==> src/rtl/mem_access_ctrl_if.sv <==
// Pipeline-side and data-bus signals of the MEM-stage access sequencer.
// The slave modport is the sequencer; master is the pipeline/bus environment.
interface mem_access_ctrl_if;
    logic        req_valid;
    logic        req_we;
    logic [1:0]  req_type;
    logic        req_sign;
    logic [31:0] req_addr;
    logic [31:0] req_wdata;
    logic        flush;
    logic        stall;
    logic        done;
    logic        exc_adel;
    logic        exc_ades;
    logic        bus_req;
    logic        bus_we;
    logic [31:0] bus_addr;
    logic [3:0]  bus_be;
    logic [31:0] bus_wdata;
    logic        bus_ack;
    logic [31:0] bus_rdata;
    logic [31:0] ld_rdata;
    logic [1:0]  ext_a;
    logic [2:0]  ext_op;

    modport slave (
        input  req_valid, req_we, req_type, req_sign, req_addr, req_wdata, flush,
        input  bus_ack, bus_rdata,
        output stall, done, exc_adel, exc_ades,
        output bus_req, bus_we, bus_addr, bus_be, bus_wdata,
        output ld_rdata, ext_a, ext_op
    );

    modport master (
        output req_valid, req_we, req_type, req_sign, req_addr, req_wdata, flush,
        output bus_ack, bus_rdata,
        input  stall, done, exc_adel, exc_ades,
        input  bus_req, bus_we, bus_addr, bus_be, bus_wdata,
        input  ld_rdata, ext_a, ext_op
    );
endinterface

==> src/rtl/mem_access_ctrl.sv <==
// MEM-stage load/store sequencer: alignment/range faults, req/ack bus access, load capture.
// Define MEM_TIMEOUT_EN to abort a bus access after TIMEOUT_CYCLES unacknowledged REQ cycles.
module mem_access_ctrl #(
    parameter logic [31:0] ADDR_LIMIT = 32'h0000_3000
`ifdef MEM_TIMEOUT_EN
    , parameter int unsigned TIMEOUT_CYCLES = 16
`endif
) (
    input logic              clk,
    input logic              reset,
    mem_access_ctrl_if.slave mif
);

    typedef enum logic [1:0] {IDLE, REQ, DONE, TOUT} state_e;

    state_e      state_q;
    logic        bus_req_q, bus_we_q, done_q;
    logic [31:0] bus_addr_q, bus_wdata_q, ld_rdata_q;
    logic [3:0]  bus_be_q;
    logic [1:0]  ext_a_q;
    logic [2:0]  ext_op_q;

    logic [3:0]  be_d;
    logic [31:0] wdata_d;
    logic [2:0]  ext_op_d;
    logic        misalign, fault, issue, accept;
    logic        tout_adel, tout_ades;

    // NOTE: every signal written here gets a default first, so no path leaves it unassigned (no latch).
    always_comb begin
        be_d     = 4'b0000;
        wdata_d  = mif.req_wdata;
        ext_op_d = 3'd0;
        misalign = 1'b0;
        case (mif.req_type)
            2'd0: begin
                be_d     = 4'b1111;
                misalign = (mif.req_addr[1:0] != 2'b00);
            end
            2'd1: begin
                be_d     = mif.req_addr[1] ? 4'b1100 : 4'b0011;
                misalign = mif.req_addr[0];
                wdata_d  = {2{mif.req_wdata[15:0]}};
                ext_op_d = mif.req_we ? 3'd0 : (mif.req_sign ? 3'd4 : 3'd3);
            end
            2'd2: begin
                be_d     = 4'b0001 << mif.req_addr[1:0];
                wdata_d  = {4{mif.req_wdata[7:0]}};
                ext_op_d = mif.req_we ? 3'd0 : (mif.req_sign ? 3'd2 : 3'd1);
            end
            default: misalign = 1'b1;
        endcase
    end

    // flush only matters while IDLE; once on the bus the access always completes.
    assign fault  = misalign || (mif.req_addr >= ADDR_LIMIT);
    assign issue  = !reset && (state_q == IDLE) && mif.req_valid && !mif.flush;
    assign accept = issue && !fault;

`ifdef MEM_TIMEOUT_EN
    logic [31:0] wait_q;
    assign tout_adel = (state_q == TOUT) && !bus_we_q;
    assign tout_ades = (state_q == TOUT) &&  bus_we_q;
`else
    assign tout_adel = 1'b0;
    assign tout_ades = 1'b0;
`endif

    assign mif.exc_adel  = (issue && fault && !mif.req_we) || tout_adel;
    assign mif.exc_ades  = (issue && fault &&  mif.req_we) || tout_ades;
    assign mif.stall     = accept || (state_q == REQ);
    assign mif.done      = done_q;
    assign mif.bus_req   = bus_req_q;
    assign mif.bus_we    = bus_we_q;
    assign mif.bus_addr  = bus_addr_q;
    assign mif.bus_be    = bus_be_q;
    assign mif.bus_wdata = bus_wdata_q;
    assign mif.ld_rdata  = ld_rdata_q;
    assign mif.ext_a     = ext_a_q;
    assign mif.ext_op    = ext_op_q;

    // NOTE: state registers use non-blocking assignments so every flop samples pre-edge values.
    always_ff @(posedge clk) begin
        if (reset) begin
            state_q     <= IDLE;
            bus_req_q   <= 1'b0;
            bus_we_q    <= 1'b0;
            bus_addr_q  <= 32'd0;
            bus_be_q    <= 4'd0;
            bus_wdata_q <= 32'd0;
            ld_rdata_q  <= 32'd0;
            ext_a_q     <= 2'd0;
            ext_op_q    <= 3'd0;
            done_q      <= 1'b0;
`ifdef MEM_TIMEOUT_EN
            wait_q      <= 32'd0;
`endif
        end else begin
            done_q <= 1'b0;
            case (state_q)
                IDLE: begin
                    if (accept) begin
                        state_q     <= REQ;
                        bus_req_q   <= 1'b1;
                        bus_we_q    <= mif.req_we;
                        bus_addr_q  <= {mif.req_addr[31:2], 2'b00};
                        bus_be_q    <= be_d;
                        bus_wdata_q <= wdata_d;
                        ext_a_q     <= mif.req_addr[1:0];
                        ext_op_q    <= ext_op_d;
`ifdef MEM_TIMEOUT_EN
                        wait_q      <= 32'd0;
`endif
                    end
                end
                REQ: begin
                    if (mif.bus_ack) begin
                        state_q   <= DONE;
                        bus_req_q <= 1'b0;
                        done_q    <= 1'b1;
                        if (!bus_we_q) ld_rdata_q <= mif.bus_rdata;
                    end
`ifdef MEM_TIMEOUT_EN
                    else if (wait_q == TIMEOUT_CYCLES - 1) begin
                        state_q   <= TOUT;
                        bus_req_q <= 1'b0;
                    end else begin
                        wait_q <= wait_q + 32'd1;
                    end
`endif
                end
                default: state_q <= IDLE;
            endcase
        end
    end

endmodule

==> src/flat_wrapper.sv <==
// flat-port wrapper written by rule: the top's interface ports become plain ports
module mem_access_ctrl_flat 
#(
    parameter logic [31:0] ADDR_LIMIT = 32'h0000_3000

)
  (clk, reset, mif_req_valid, mif_req_we, mif_req_type, mif_req_sign, mif_req_addr, mif_req_wdata, mif_flush, mif_bus_ack, mif_bus_rdata, mif_stall, mif_done, mif_exc_adel, mif_exc_ades, mif_bus_req, mif_bus_we, mif_bus_addr, mif_bus_be, mif_bus_wdata, mif_ld_rdata, mif_ext_a, mif_ext_op);
  mem_access_ctrl_if mif_i ();
  input logic clk;
  input logic reset;
  input wire logic [$bits(mif_i.req_valid)-1:0] mif_req_valid;
  input wire logic [$bits(mif_i.req_we)-1:0] mif_req_we;
  input wire logic [$bits(mif_i.req_type)-1:0] mif_req_type;
  input wire logic [$bits(mif_i.req_sign)-1:0] mif_req_sign;
  input wire logic [$bits(mif_i.req_addr)-1:0] mif_req_addr;
  input wire logic [$bits(mif_i.req_wdata)-1:0] mif_req_wdata;
  input wire logic [$bits(mif_i.flush)-1:0] mif_flush;
  input wire logic [$bits(mif_i.bus_ack)-1:0] mif_bus_ack;
  input wire logic [$bits(mif_i.bus_rdata)-1:0] mif_bus_rdata;
  output wire logic [$bits(mif_i.stall)-1:0] mif_stall;
  output wire logic [$bits(mif_i.done)-1:0] mif_done;
  output wire logic [$bits(mif_i.exc_adel)-1:0] mif_exc_adel;
  output wire logic [$bits(mif_i.exc_ades)-1:0] mif_exc_ades;
  output wire logic [$bits(mif_i.bus_req)-1:0] mif_bus_req;
  output wire logic [$bits(mif_i.bus_we)-1:0] mif_bus_we;
  output wire logic [$bits(mif_i.bus_addr)-1:0] mif_bus_addr;
  output wire logic [$bits(mif_i.bus_be)-1:0] mif_bus_be;
  output wire logic [$bits(mif_i.bus_wdata)-1:0] mif_bus_wdata;
  output wire logic [$bits(mif_i.ld_rdata)-1:0] mif_ld_rdata;
  output wire logic [$bits(mif_i.ext_a)-1:0] mif_ext_a;
  output wire logic [$bits(mif_i.ext_op)-1:0] mif_ext_op;
  assign mif_i.req_valid = mif_req_valid;
  assign mif_i.req_we = mif_req_we;
  assign mif_i.req_type = mif_req_type;
  assign mif_i.req_sign = mif_req_sign;
  assign mif_i.req_addr = mif_req_addr;
  assign mif_i.req_wdata = mif_req_wdata;
  assign mif_i.flush = mif_flush;
  assign mif_i.bus_ack = mif_bus_ack;
  assign mif_i.bus_rdata = mif_bus_rdata;
  assign mif_stall = mif_i.stall;
  assign mif_done = mif_i.done;
  assign mif_exc_adel = mif_i.exc_adel;
  assign mif_exc_ades = mif_i.exc_ades;
  assign mif_bus_req = mif_i.bus_req;
  assign mif_bus_we = mif_i.bus_we;
  assign mif_bus_addr = mif_i.bus_addr;
  assign mif_bus_be = mif_i.bus_be;
  assign mif_bus_wdata = mif_i.bus_wdata;
  assign mif_ld_rdata = mif_i.ld_rdata;
  assign mif_ext_a = mif_i.ext_a;
  assign mif_ext_op = mif_i.ext_op;
  mem_access_ctrl #(.ADDR_LIMIT(ADDR_LIMIT)) u_core (.clk(clk), .reset(reset), .mif(mif_i));
endmodule
==> config.mk <==
export PLATFORM = sky130hd
export DESIGN_NAME = mem_access_ctrl_flat
export DESIGN_NICKNAME = d
export VERILOG_FILES = /design/src/rtl/mem_access_ctrl_if.sv /design/src/rtl/mem_access_ctrl.sv /design/src/flat_wrapper.sv
export SDC_FILE = /design/constraint.sdc
export NUM_CORES = 1
export LEC_CHECK = 0
export BUFFER_PORTS_ARGS = -buffer_cell sky130_fd_sc_hd__buf_4
export CAP_MARGIN = 15
export CORE_AREA = 3 3 104 106
export CTS_CLUSTER_SIZE = 12
export DETAILED_ROUTE_END_ITERATION = 10
export DIE_AREA = 0 0 107 109
export GPL_TIMING_DRIVEN = 0
export HOLD_SLACK_MARGIN = 0.05
export MAX_ROUTING_LAYER = met4
export PLACE_DENSITY_LB_ADDON = 0.15
export REMOVE_ABC_BUFFERS = 1
export SYNTH_ARGS = -nofsm -noshare
export SYNTH_HDL_FRONTEND = slang
export SYNTH_SLANG_ARGS = --single-unit
==> constraint.sdc <==
create_clock -name clk -period 2.4 [get_ports clk]
set_input_delay 0.48 -clock clk [delete_from_list [all_inputs] [get_ports clk]]
set_output_delay 0.48 -clock clk [all_outputs]
set_load 0.02 [all_outputs]
==> results.toml <==
[finish]
layout_commonest_cell = "buf_4"
nets = 809
finalNonFillerCells = 838
final_cell_mix = "buf_4, dfxtp_1, nand2_1, a21oi_1"
antenna_cells = 0
final_core_util = 0.665
area_growth_pct = 44.4
layout-drive-gt1-share = 0.382

[pwr]
power_frac_seq = 0.547
pwr-share-clk = 0.346
intPower_mw = 2.48
power_mw = 3.27
peakVddDrop_mv = 0.321
p_sw_frac = 0.243
p_switching_uw = 796
leakagePower_nw = 2.75
power_frac_comb = 0.107
power_density_nw_per_um2 = 499

[clocking]
cts_buffer_depth = 2
h-tree-depth = 3
clock_sinks = 108
cts_buffers = 9
ctsHoldBuffers = 0
tritoncts = "built"
clk_pin_slew_ns = 0.10
worstSkewPairLatency_ns = 0.38
clock-root-buffer = "clkbuf_8"

[worst_setup_path]
end_kind = "output port"
crit_buf_inv = 2
worst_path_largest_cell_delay_ns = 0.41
cp_data_required_time_ns = 1.92
startpoint_type = "primary input"
cp_max_fo = 11
r2r_cells = 3
crit_top_cell = "buf_4"
crit_path_top_delay_cell = "and3_4"
timing.rr.start = "u_core.state_q[1]"
crit_arrival_ns = 1.89
path_class = "in2out"
r2r-end = "u_core.mif.bus_wdata[17]"
path_cells = "buf_4, ha_2, nor4_4, and3_4, nand3_4, o21ai_2, buf_4"
regToRegSetupSlack_ns = 0.31
cpLargestDelayFamily = "simple AND/OR/NAND/NOR gates"

[drt]
detail-route-antenna-nets = 0
wl_per_cell_microns = 18.1
vias_per_cell = 5.55
totalWireLength_mm = 15.1
dr.pass1.iters = 5
drt_iter0_markers = 379
drc = 0
vias = 4651

[logic_synthesis]
synth_area_leaders = "dfxtp_1, a21oi_1, nand2_1"
synth_edf_count = 0
ys_seq_area_frac = 0.476
syn-instance-count = 514
ys.flop_type = "dfxtp_1"
synth_top_cell_by_area = "dfxtp_1"
postSynthAreaPerCell_sq_um = 8.84
synthDistinctLibCells = 40
yosysWarnings = 0
synth_seq_cells = 108
netlist_area_sq_um = 4540
async_reset_ff_frac = 0
yosysTopAreaCellShare = 0.476

[global_routing]
antenna_found_initial = 0
grt_max_degree = 105
grt_util_all_layers = 0.252
grt-ovfl-total = 0
grt_pass1_wl_mm = 22.6
grt_pass1_vias = 4408

[floorplan]
die_y_microns = 109
initial_core_util = 0.460
die_area_sq_um = 11700
design.core.area_sq_um = 9860
die_x_microns = 107
io_pins = 216
std_cell_rows = 36

[flow_run]
drv_cap = 0

[sta]
finalHoldViolations = 0
setup_viol = 0
fmax_mhz = 421
finalClockSkew_ns = 0.00804
rsz0062_at_grt = "yes"
setup_ws_ns = 0.0270
worstMarginPinSlew_ns = 0.836
slew_viol_final = 0
fin_crit_sh = 0.989
slew_headroom = 0.443
period_needed_ns = 2.37
setup-tns-final_ns = 0

[placement]
place_ws_ns = -2.06
place_inst = 810
place_congestion = 0.751
post-dp-hpwl_mm = 9.77
numPortBuffers = 213

[outcome]
status = "finished, final reports clean"

[worst_hold_path]
hold_path.class = "in2reg"
min-delay-start = "mif_bus_rdata[4]"
holdPathEnd = "u_core.mif.ld_rdata[4]"
whs_path_depth = 3
## per-layer routing
| layer | part of all wire | track usage | vias up | wire length, microns |
|---|---|---|---|---|
| met5 | 0 | - | - | 0 |
| li1 | - | - | 2228 | - |
| met2 | 0.49 | 0.403 | 214 | 7480 |
| met3 | 0.080 | 0.0509 | 28 | 1220 |
| met4 | 0.024 | 0.111 | 0 | 367 |
| met1 | 0.40 | 0.309 | 2181 | 6080 |
## worst max path at each step
stage / depth (start not counted) / slack [ns] / end / from
after floorplan: 4 / -2.26 / mif_stall / mif_flush
after global placement: 5 / -4.45 / mif_stall / reset
after detailed placement: 8 / -2.06 / mif_stall / mif_req_type[1]
after CTS: 7 / -0.1 / mif_stall / mif_req_type[0]
after global routing: 7 / -0.009 / mif_stall / mif_req_type[0]
final: 7 / 0.03 / mif_stall / mif_req_type[0]
## final cells by class
cell class | instances | area, sq um
fillers | 828 | 3310
multi-input cells | 352 | 2270
flip-flops and latches | 108 | 2160
repair buffers | 225 | 1740
well taps | 133 | 166
clock buffers | 10 | 138
clock inverters | 6 | 62.6
inverters | 4 | 15.0
## cell families (layout without fill, tap and decap cells)
group           Yosys count  in the layout  synth area share
other cells               1              2          0.000826
mux                      16             16            0.0355
compound gates          157            157             0.225
fa+ha+maj                 4              4            0.0110
flops                   108            108             0.476
buf+inv                  59            245            0.0584
simple gates            169            173             0.193
## sequential cells by signal, summed over array words and instances, names as in the netlist, 2 cells and up
name	cells
u_core.mif.bus_addr	30
u_core.mif.bus_be	4
u_core.mif.bus_wdata	32
u_core.mif.ext_a	2
u_core.mif.ext_op	3
u_core.mif.ld_rdata	32
u_core.state_q	2
## power groups by stage
stage	Clock (mW)	Sequential (mW)	Combinational (mW)
floorplan	0	1.83	0.112
global placement	0	1.83	0.310
detailed placement	0	1.83	0.320
CTS	1.16	1.79	0.334
global route	1.22	1.79	0.380
finish	1.13	1.79	0.351
## worst register-to-register path, stage by stage, from the launching register on
cell and delay, ns:
dfxtp_1 0.38, or4_4 0.73, nor3_4 0.65, a311oi_1 0.19
## through the flow
step | hold slack, ns | cell area, sq um
2_1_floorplan | 0.528 | 4300
3_3_place_gp | 0.443 | 6060
3_5_place_dp | 0.448 | 6150
4_1_cts | 0.333 | 6460
5_1_grt | 0.343 | 6560
6_report | 0.337 | 6560
## synth_stat cells (3+ instances only)
cell and number:
a211o_1 8, a211oi_1 8, a21oi_1 58, a22oi_1 17
a311oi_1 8, a31oi_1 16, and2_1 19, buf_2 11
buf_4 4, clkbuf_1 36, dfxtp_1 108, ha_1 4
inv_1 4, mux2i_1 15, nand2_1 65, nand2b_1 25
nand3_1 3, nand4_1 25, nor2_1 16, nor4_1 3
o211ai_1 8, o21ai_0 8, o31ai_1 23
## repair_timing
action / CTS / global route
pin swaps: 4 / 7
resized for setup: 17 / 10
setup buffers: 3 / 5
cloned: 1 / 3
setup endpoints to repair: 65 / 11
No activity file was read; power rests on OpenSTA's default activity.
